`src/rtl/axis_pkt_guard_pkg.sv`:
```
// Shared types and helpers for the AXI-Stream packet guard.
package axis_pkt_guard_pkg;

    typedef enum logic [1:0] {
        FILL = 2'd0,
        DROP = 2'd1,
        SEND = 2'd2
    } state_t;

    // Increment that sticks at 2^width-1; width is limited to 32 bits.
    function automatic logic [31:0] sat_inc(input logic [31:0] val, input int unsigned width);
        logic [31:0] max_val;
        max_val = (width >= 32) ? 32'hFFFF_FFFF : ((32'd1 << width) - 32'd1);
        return (val >= max_val) ? max_val : (val + 32'd1);
    endfunction

endpackage

```
`src/rtl/axis_pkt_guard_cnt.sv`:
```
// Saturating event counter with enable, used for the drop and forward counts.
module axis_pkt_guard_cnt
    import axis_pkt_guard_pkg::*;
#(
    parameter int W = 16
) (
    input  logic         clk,
    input  logic         rst,
    input  logic         i_en,
    output logic [W-1:0] o_cnt
);

    logic [W-1:0] r_cnt;

    always_ff @(posedge clk or posedge rst) begin
        if (rst) begin
            r_cnt <= '0;
        end else if (i_en) begin
            r_cnt <= W'(sat_inc(32'(r_cnt), W));
        end
    end

    assign o_cnt = r_cnt;

endmodule

```
`src/rtl/axis_pkt_guard.sv`:
```
// Buffers one fixed-length AXI-Stream packet and forwards it only if well-formed.
// Define AXIS_PKT_GUARD_TKEEP_CHECK_EN to also drop packets carrying partial tkeep.
//
// state | meaning
// FILL  | accepting beats into the buffer
// DROP  | over-length packet, discarding beats until tlast
// SEND  | replaying the buffered packet downstream
module axis_pkt_guard
    import axis_pkt_guard_pkg::*;
#(
    parameter int C_DATA_WIDTH  = 128,
    parameter int PKT_WORDS_NUM = 10,
    parameter int CNT_WIDTH     = 16
) (
    input  logic                      s_axis_aclk,
    input  logic                      s_axis_areset,
    input  logic                      s_axis_tvalid,
    output logic                      s_axis_tready,
    input  logic [C_DATA_WIDTH-1:0]   s_axis_tdata,
    input  logic [C_DATA_WIDTH/8-1:0] s_axis_tkeep,
    input  logic                      s_axis_tlast,
    output logic                      m_axis_tvalid,
    input  logic                      m_axis_tready,
    output logic [C_DATA_WIDTH-1:0]   m_axis_tdata,
    output logic [C_DATA_WIDTH/8-1:0] m_axis_tkeep,
    output logic                      m_axis_tlast,
    output logic                      drop_pulse,
    output logic [CNT_WIDTH-1:0]      drop_cnt,
    output logic [CNT_WIDTH-1:0]      fwd_cnt
);

    localparam int KEEP_W = C_DATA_WIDTH / 8;
    localparam int IDX_W  = $clog2(PKT_WORDS_NUM);
    localparam logic [IDX_W-1:0] LAST_IDX = IDX_W'(PKT_WORDS_NUM - 1);

    state_t                    r_state;
    state_t                    w_state_nxt;
    logic [IDX_W-1:0]          r_idx;
    logic [IDX_W-1:0]          w_idx_nxt;
    logic [C_DATA_WIDTH-1:0]   r_buf [PKT_WORDS_NUM];
    logic                      r_drop_pulse;

    logic w_s_hs;
    logic w_m_hs;
    logic w_drop_evt;
    logic w_fwd_evt;
    logic w_to_send;
    logic w_bad_now;

    assign s_axis_tready = (r_state != SEND);
    assign m_axis_tvalid = (r_state == SEND);
    assign m_axis_tdata  = r_buf[r_idx];
    assign m_axis_tlast  = (r_state == SEND) && (r_idx == LAST_IDX);
    assign m_axis_tkeep  = {KEEP_W{1'b1}};
    assign drop_pulse    = r_drop_pulse;

    assign w_s_hs = s_axis_tvalid && s_axis_tready;
    assign w_m_hs = m_axis_tvalid && m_axis_tready;

    always_comb begin
        w_state_nxt = r_state;
        w_idx_nxt   = r_idx;
        w_drop_evt  = 1'b0;
        w_fwd_evt   = 1'b0;
        w_to_send   = 1'b0;
        unique case (r_state)
            FILL: begin
                if (w_s_hs) begin
                    if (s_axis_tlast) begin
                        w_idx_nxt = '0;
                        if (r_idx == LAST_IDX && !w_bad_now) begin
                            w_state_nxt = SEND;
                            w_to_send   = 1'b1;
                        end else begin
                            w_drop_evt  = 1'b1;
                        end
                    end else if (r_idx == LAST_IDX) begin
                        w_state_nxt = DROP;
                        w_idx_nxt   = '0;
                    end else begin
                        w_idx_nxt   = r_idx + 1'b1;
                    end
                end
            end
            DROP: begin
                if (w_s_hs && s_axis_tlast) begin
                    w_drop_evt  = 1'b1;
                    w_state_nxt = FILL;
                    w_idx_nxt   = '0;
                end
            end
            SEND: begin
                if (w_m_hs) begin
                    if (r_idx == LAST_IDX) begin
                        w_fwd_evt   = 1'b1;
                        w_state_nxt = FILL;
                        w_idx_nxt   = '0;
                    end else begin
                        w_idx_nxt   = r_idx + 1'b1;
                    end
                end
            end
            default: begin
                w_state_nxt = FILL;
                w_idx_nxt   = '0;
            end
        endcase
    end

    always_ff @(posedge s_axis_aclk or posedge s_axis_areset) begin
        if (s_axis_areset) begin
            r_state      <= FILL;
            r_idx        <= '0;
            r_drop_pulse <= 1'b0;
        end else begin
            r_state      <= w_state_nxt;
            r_idx        <= w_idx_nxt;
            r_drop_pulse <= w_drop_evt;
        end
    end

    // Data storage is deliberately left out of reset.
    always_ff @(posedge s_axis_aclk) begin
        if (r_state == FILL && w_s_hs) begin
            r_buf[r_idx] <= s_axis_tdata;
        end
    end

`ifdef AXIS_PKT_GUARD_TKEEP_CHECK_EN
    logic r_bad;
    logic w_keep_bad;

    assign w_keep_bad = (s_axis_tkeep != {KEEP_W{1'b1}});
    // Include the current beat so a partial tkeep on the closing beat still drops.
    assign w_bad_now  = r_bad || (w_s_hs && w_keep_bad);

    always_ff @(posedge s_axis_aclk or posedge s_axis_areset) begin
        if (s_axis_areset) begin
            r_bad <= 1'b0;
        end else if (w_drop_evt || w_to_send) begin
            r_bad <= 1'b0;
        end else if (w_s_hs && w_keep_bad) begin
            r_bad <= 1'b1;
        end
    end
`else
    logic w_unused_tkeep;

    assign w_bad_now      = 1'b0;
    assign w_unused_tkeep = ^s_axis_tkeep;
`endif

    axis_pkt_guard_cnt #(.W(CNT_WIDTH)) u_drop_cnt (
        .clk   (s_axis_aclk),
        .rst   (s_axis_areset),
        .i_en  (w_drop_evt),
        .o_cnt (drop_cnt)
    );

    axis_pkt_guard_cnt #(.W(CNT_WIDTH)) u_fwd_cnt (
        .clk   (s_axis_aclk),
        .rst   (s_axis_areset),
        .i_en  (w_fwd_evt),
        .o_cnt (fwd_cnt)
    );

endmodule

```
`config.mk`:
```
export PLATFORM = sky130hd
export DESIGN_NAME = axis_pkt_guard
export DESIGN_NICKNAME = d
export VERILOG_FILES = /design/src/rtl/axis_pkt_guard_pkg.sv /design/src/rtl/axis_pkt_guard_cnt.sv /design/src/rtl/axis_pkt_guard.sv
export SDC_FILE = /design/constraint.sdc
export NUM_CORES = 1
export LEC_CHECK = 0
export BUFFER_PORTS_ARGS = -buffer_cell sky130_fd_sc_hd__buf_2
export CAP_MARGIN = 15
export CORE_UTILIZATION = 55
export CTS_BUF_LIST = sky130_fd_sc_hd__clkbuf_2
export DETAILED_ROUTE_END_ITERATION = 6
export PLACE_DENSITY = 0.73
export SYNTH_ARGS = -nofsm -noshare
export SYNTH_HDL_FRONTEND = slang
export SYNTH_HIERARCHICAL = 1
export SYNTH_SLANG_ARGS = --single-unit
```
`constraint.sdc`:
```
create_clock -name s_axis_aclk -period 19.2 [get_ports s_axis_aclk]
set_input_delay 0.96 -clock s_axis_aclk [delete_from_list [all_inputs] [get_ports s_axis_aclk]]
set_output_delay 0.96 -clock s_axis_aclk [all_outputs]
set_load 0.01 [all_outputs]
```
---- After elaboration in Yosys (flattened, before gate mapping) ----
Memories as Yosys holds them, arrays and structs flattened.
Cells that the tools add are included.
W data, S select, Z words.
storage, ports and cells
  register bits after elaboration ......... 39
  memory bits (writable) .................. 1280
  bits of input ports ..................... 149
  word-level logic and storage cells ...... 54
  memories ................................ 1
memory list
  name   depth  bits a word  read ports  clocked after memory_dff  wr ports  line                  text
  r_buf  10     128          1           0                         1         axis_pkt_guard.sv:40  logic [C_DATA_WIDTH-1:0] r_buf [PKT_WORDS_NUM];
cells by class
  add/subtract/negate cells ............... 3
  $lt $le $gt $ge ......................... 2
  equality and inequality tests ........... 9
  multiplexer cells ....................... 26
  reduce and logical (&&, ||, !) cells .... 8
operators with widths
  cell                     count
  $add A16 B1 Y16 const B  2
  $ge A16 B16 Y1 const B   2
  $mux W16                 2
  $mux W4                  5
  $mux W2                  7
  $pmux W4 S3              1
  $mux W1                  9
  $ne A2 B2 Y1 const B     4
  $pmux W2 S3              1
  $logic_and A1 B1 Y1      5
  $reduce_and A5 Y1        1
  $add A4 B1 Y4 const B    1
  $eq A4 B4 Y1 const B     1
  $ne A2 B1 Y1 const B     2
  $reduce_and A3 Y1        1
  $eq A2 B1 Y1 const B     1
  $eq A2 B2 Y1 const B     1
  $logic_not A2 Y1         1
  $pmux W1 S2              1

---- Longest topological paths before layout ----
  depth after elaboration ................. 5
  depth in mapped cells ................... 9

---- By module ----
Netlist, hierarchy kept.
modules (own cells, without submodules)
  module              instances  cells each  area each (µm²)
  axis_pkt_guard      1          2392        49637.6
  axis_pkt_guard_cnt  2          87          919.6

---- Least setup slack after synthesis ----
Ideal clock, no wire load.
  kind .................................... input-to-reg
  start point ............................. input port s_axis_tvalid
  end point ............................... memory r_buf[2][0], enable pin
  arrival time ............................ 13348 ps
  data required time ...................... 18271 ps
  setup slack ............................. 4922 ps
  stages .................................. 4
  path buffers ............................ 1
  cells stage by stage .................... nor2b_1 buf_2 nand2_1 nor4_1
between the ends
  cells in the longest elaborated chain, start to end .. 4
ends and longest elaborated chain
  what                           line                   text
  start, declared                axis_pkt_guard.sv:17   input logic s_axis_tvalid,
  $logic_and A1 B1 Y1            axis_pkt_guard.sv:57   assign w_s_hs = s_axis_tvalid && s_axis_tready;
  $logic_and A1 B1 Y1            axis_pkt_guard.sv:124  if (r_state == FILL && w_s_hs) begin
  $mux W1                        axis_pkt_guard.sv:124
  $mux W1 (not written as such)  axis_pkt_guard.sv:125  r_buf[r_idx] <= s_axis_tdata;
  end, declared                  axis_pkt_guard.sv:40
Every way passes these cells.

---- Worst setup path after layout ----
  start point ............................. register r_idx[1]
  end point ............................... output port m_axis_tdata[120]
between the ends
  cells in the longest elaborated chain, start to end .. 1
ends and longest elaborated chain
  what                    line                   text
  start, declared         axis_pkt_guard.sv:38   logic [IDX_W-1:0] r_idx;
  start signal, assigned  axis_pkt_guard.sv:117  r_idx <= w_idx_nxt;
  $mem_v2 Z10 W128        -
  end, declared           axis_pkt_guard.sv:24   output logic [C_DATA_WIDTH-1:0] m_axis_tdata,
Every way passes these cells.

==> impl_metrics.ini <==
[final_layout]
nNetsFinal = 3386
nFillCells = 6519
final_design_area_no_fill_um2 = 58200
final_layout_size_suffix_gt1_frac = 0.396
area_delta_synth_final_pct = 13.1

[synth]
synth-main-ff-cell = edfxtp_1
synth.most_common_cell = edfxtp_1
synth-edff-count = 1280
ys_ff_latch = 1319
async_flop_share = 0.0296
ys_types = 51
syn_inst = 2566
synth_top_area_share = 0.747
yosys_warnings = 6
synth.largest_area_cell = edfxtp_1
syn-cell-area_um2 = 51500
seq_area_frac_synth = 0.766
synth_area_leaders = edfxtp_1, mux2_2, mux4_2
synth_top_cells_by_count = edfxtp_1, mux2_2, nand2_1, a222oi_1, mux4_2
syn_avg_cell_area_um2 = 20.1

[routing]
wl_per_cell_um = 24.5
drt-total-wl_um = 116000
num_vias = 27486
vias_per_cell = 5.82
ant_nets = 0
drt_iter0_drc = 2752
drc_errors = 3
first_pass_iters = 7

[placement]
gp_congestion = 0.763
portBuffers = 296
post-dp-hpwl_um = 57500
place_area_um2 = 54000

[worst_setup_path]
crit_chain = buf_4, buf_16, buf_4, mux2_2, a222oi_1, nand2_1, buf_2
critPathMostFrequentCell = buf_4
path_class = reg -> out
critPathLaunchType = flip-flop
crit_buf_inv = 4
slowest_stage = dfrtp_4
crit_path_end_kind = primary output
arrival_ns = 5.62
cpPeakStageDelay_ns = 1.15
critPathTopFamily = buffers and inverters
worstPathMaxFanout = 69
critPathRequiredTime_ns = 18.24

[global_routing]
grt_overflow = 0
grt_antenna_before_repair = 11
grt_use_total = 0.246
grt_first_pass_wirelength_um = 172000
grt_max_degree = 122
grt_pass1_vias = 28920

[floorplan]
start_util = 0.558
die_area_um2 = 94800
die_h_um = 308
io_pins = 329
rows = 111
die_w_um = 308
coreArea_um2 = 92200

[power]
power_density_nw_per_um2 = 132
p_leak_uw = 0.0205
ir_drop_v = 0.000125

[clock_network]
ctsResizeCount = 0
clock-root-buffer = clkbuf_2
ctsHoldBuffers = 135
clock_sinks = 1319
htree_levels = 5
tritoncts = yes
cts_setup_buffers = 0
clk_path_buf_depth = 4
clk_latency_ns = 1.52
cts_buffers = 334
path_clk_slew_ns = 0.11

[timing]
min_period_ns = 6.58
hold_violations = 0
max_slew_margin = 0.165
setup-tns-final_ns = 0
rsz0062_at_grt = no
worst_pin_slew_ns = 1.25
finClkSkew_ns = 0.138
final-setup-viol-count = 0
fmax_ghz = 0.152
fin_crit_sh = 0.343
drv_slew = 0

[flow_run]
drv_cap = 0

[status]
outcome = finished, violations left
violations = DRC

[min_path]
min_path_type = in -> reg
cell usage in the layout (no fill, tap or decap), types with 3 or more instances in the layout:
cell           instances
nand2_1              279
clkbuf_2             459
dfrtp_4                3
nand4_2                4
nand2b_1               5
nor4_1                 6
or4_2                  4
conb_1                16
or4_1                  9
o21ai_0                9
inv_2                  3
and3_1                 4
nand4_4                4
mux2_2               306
bufinv_16              3
mux4_2               128
buf_2                296
mux2_4                82
nor2_1                 6
a21oi_1                6
inv_1                 13
nand4_1                7
nand3_1               19
clkinv_1              92
dlygate4sd3_1        135
buf_4                 47
diode_2                7
xor2_1                 4
clkinv_2              12
o31ai_1                8
nand3b_1               3
a222oi_1             128
nor2_4                10
dfrtp_1               36
edfxtp_1            1280
o211ai_1               3
a31oi_1                3
per-layer routing:
metal  track usage  up-vias  wire [µm]
met2         0.411     1192      58900
met4        0.0854        8       2400
met3        0.0638      169       9260
met1         0.313    14108      45200
met5             0        -         55
li1              -    12009          -
final timing paths:
check,from,end,slack [ns],depth (start not counted)
setup / recovery,r_idx[1],m_axis_tdata[120],12.62,7
hold / removal,s_axis_tdata[5],r_buf[0][5],0.27,2
setup reg to reg,r_idx[1],u_drop_cnt/o_cnt[15],14.33,9
hold reg to reg,u_drop_cnt/o_cnt[1],u_drop_cnt/o_cnt[1],0.59,2
max in group asynchronous,s_axis_areset,u_fwd_cnt/o_cnt[12],18.00,4
min in group asynchronous,s_axis_areset,drop_pulse,0.68,4
flip-flops by register name, summed over array words and instances (netlist names):
signal,count
r_buf,1280
u_drop_cnt/o_cnt,16
r_state,2
u_fwd_cnt/o_cnt,16
drop_pulse,1
r_idx,4
per-stage QoR:
| step | hold slack, ns | worst slack [ns] | util | total power [µW] | instances |
|---|---|---|---|---|---|
| 2_1_floorplan | 0.461 | 4.92 | - | 5200 | 2581 |
| 4_1_cts | 0.0413 | 12.16 | 0.631 | 7760 | 4713 |
| 5_1_grt | 0.145 | 12.24 | 0.631 | 8050 | 4721 |
| 3_5_place_dp | 0.491 | 13.85 | 0.585 | 5980 | 4006 |
| 3_3_place_gp | 0.477 | 14.00 | 0.585 | 5930 | 4006 |
| 6_report | 0.270 | 12.62 | 0.631 | 7670 | 4721 |
final cells by class:
type | count | area (µm²) | area share
inverters | 13 | 48.8 | 0.000838
flip-flops and latches | 1319 | 39400 | 0.677
well taps | 1243 | 1560 | 0.0267
clock buffers | 459 | 2300 | 0.0395
clock inverters | 113 | 532 | 0.00914
multi-input cells | 1087 | 11100 | 0.191
diodes | 7 | 17.5 | 0.000301
repair buffers | 480 | 3230 | 0.0555
kinds of logic (layout without fill, tap and decap cells):
logic type / count (synthesis) / after routing / share of synthesized area
adders and majority gates: 2 / 2 / 0.000486
DFF: 1319 / 1319 / 0.766
and+or+nand+nor: 377 / 377 / 0.0338
buffers and inverters: 175 / 1065 / 0.0217
other: 1 / 23 / 0.0000728
AOI/OAI and AO/OA: 167 / 167 / 0.0299
xor gates and xnor gates: 6 / 6 / 0.00102
muxes: 519 / 519 / 0.147
where the power goes:
part           switching [µW]  total, µW  internal, µW
Sequential                136       3620          3490
Combinational            1340       2290           951
Clock                    1060       1750           686
(Power assumes the default switching activity.)
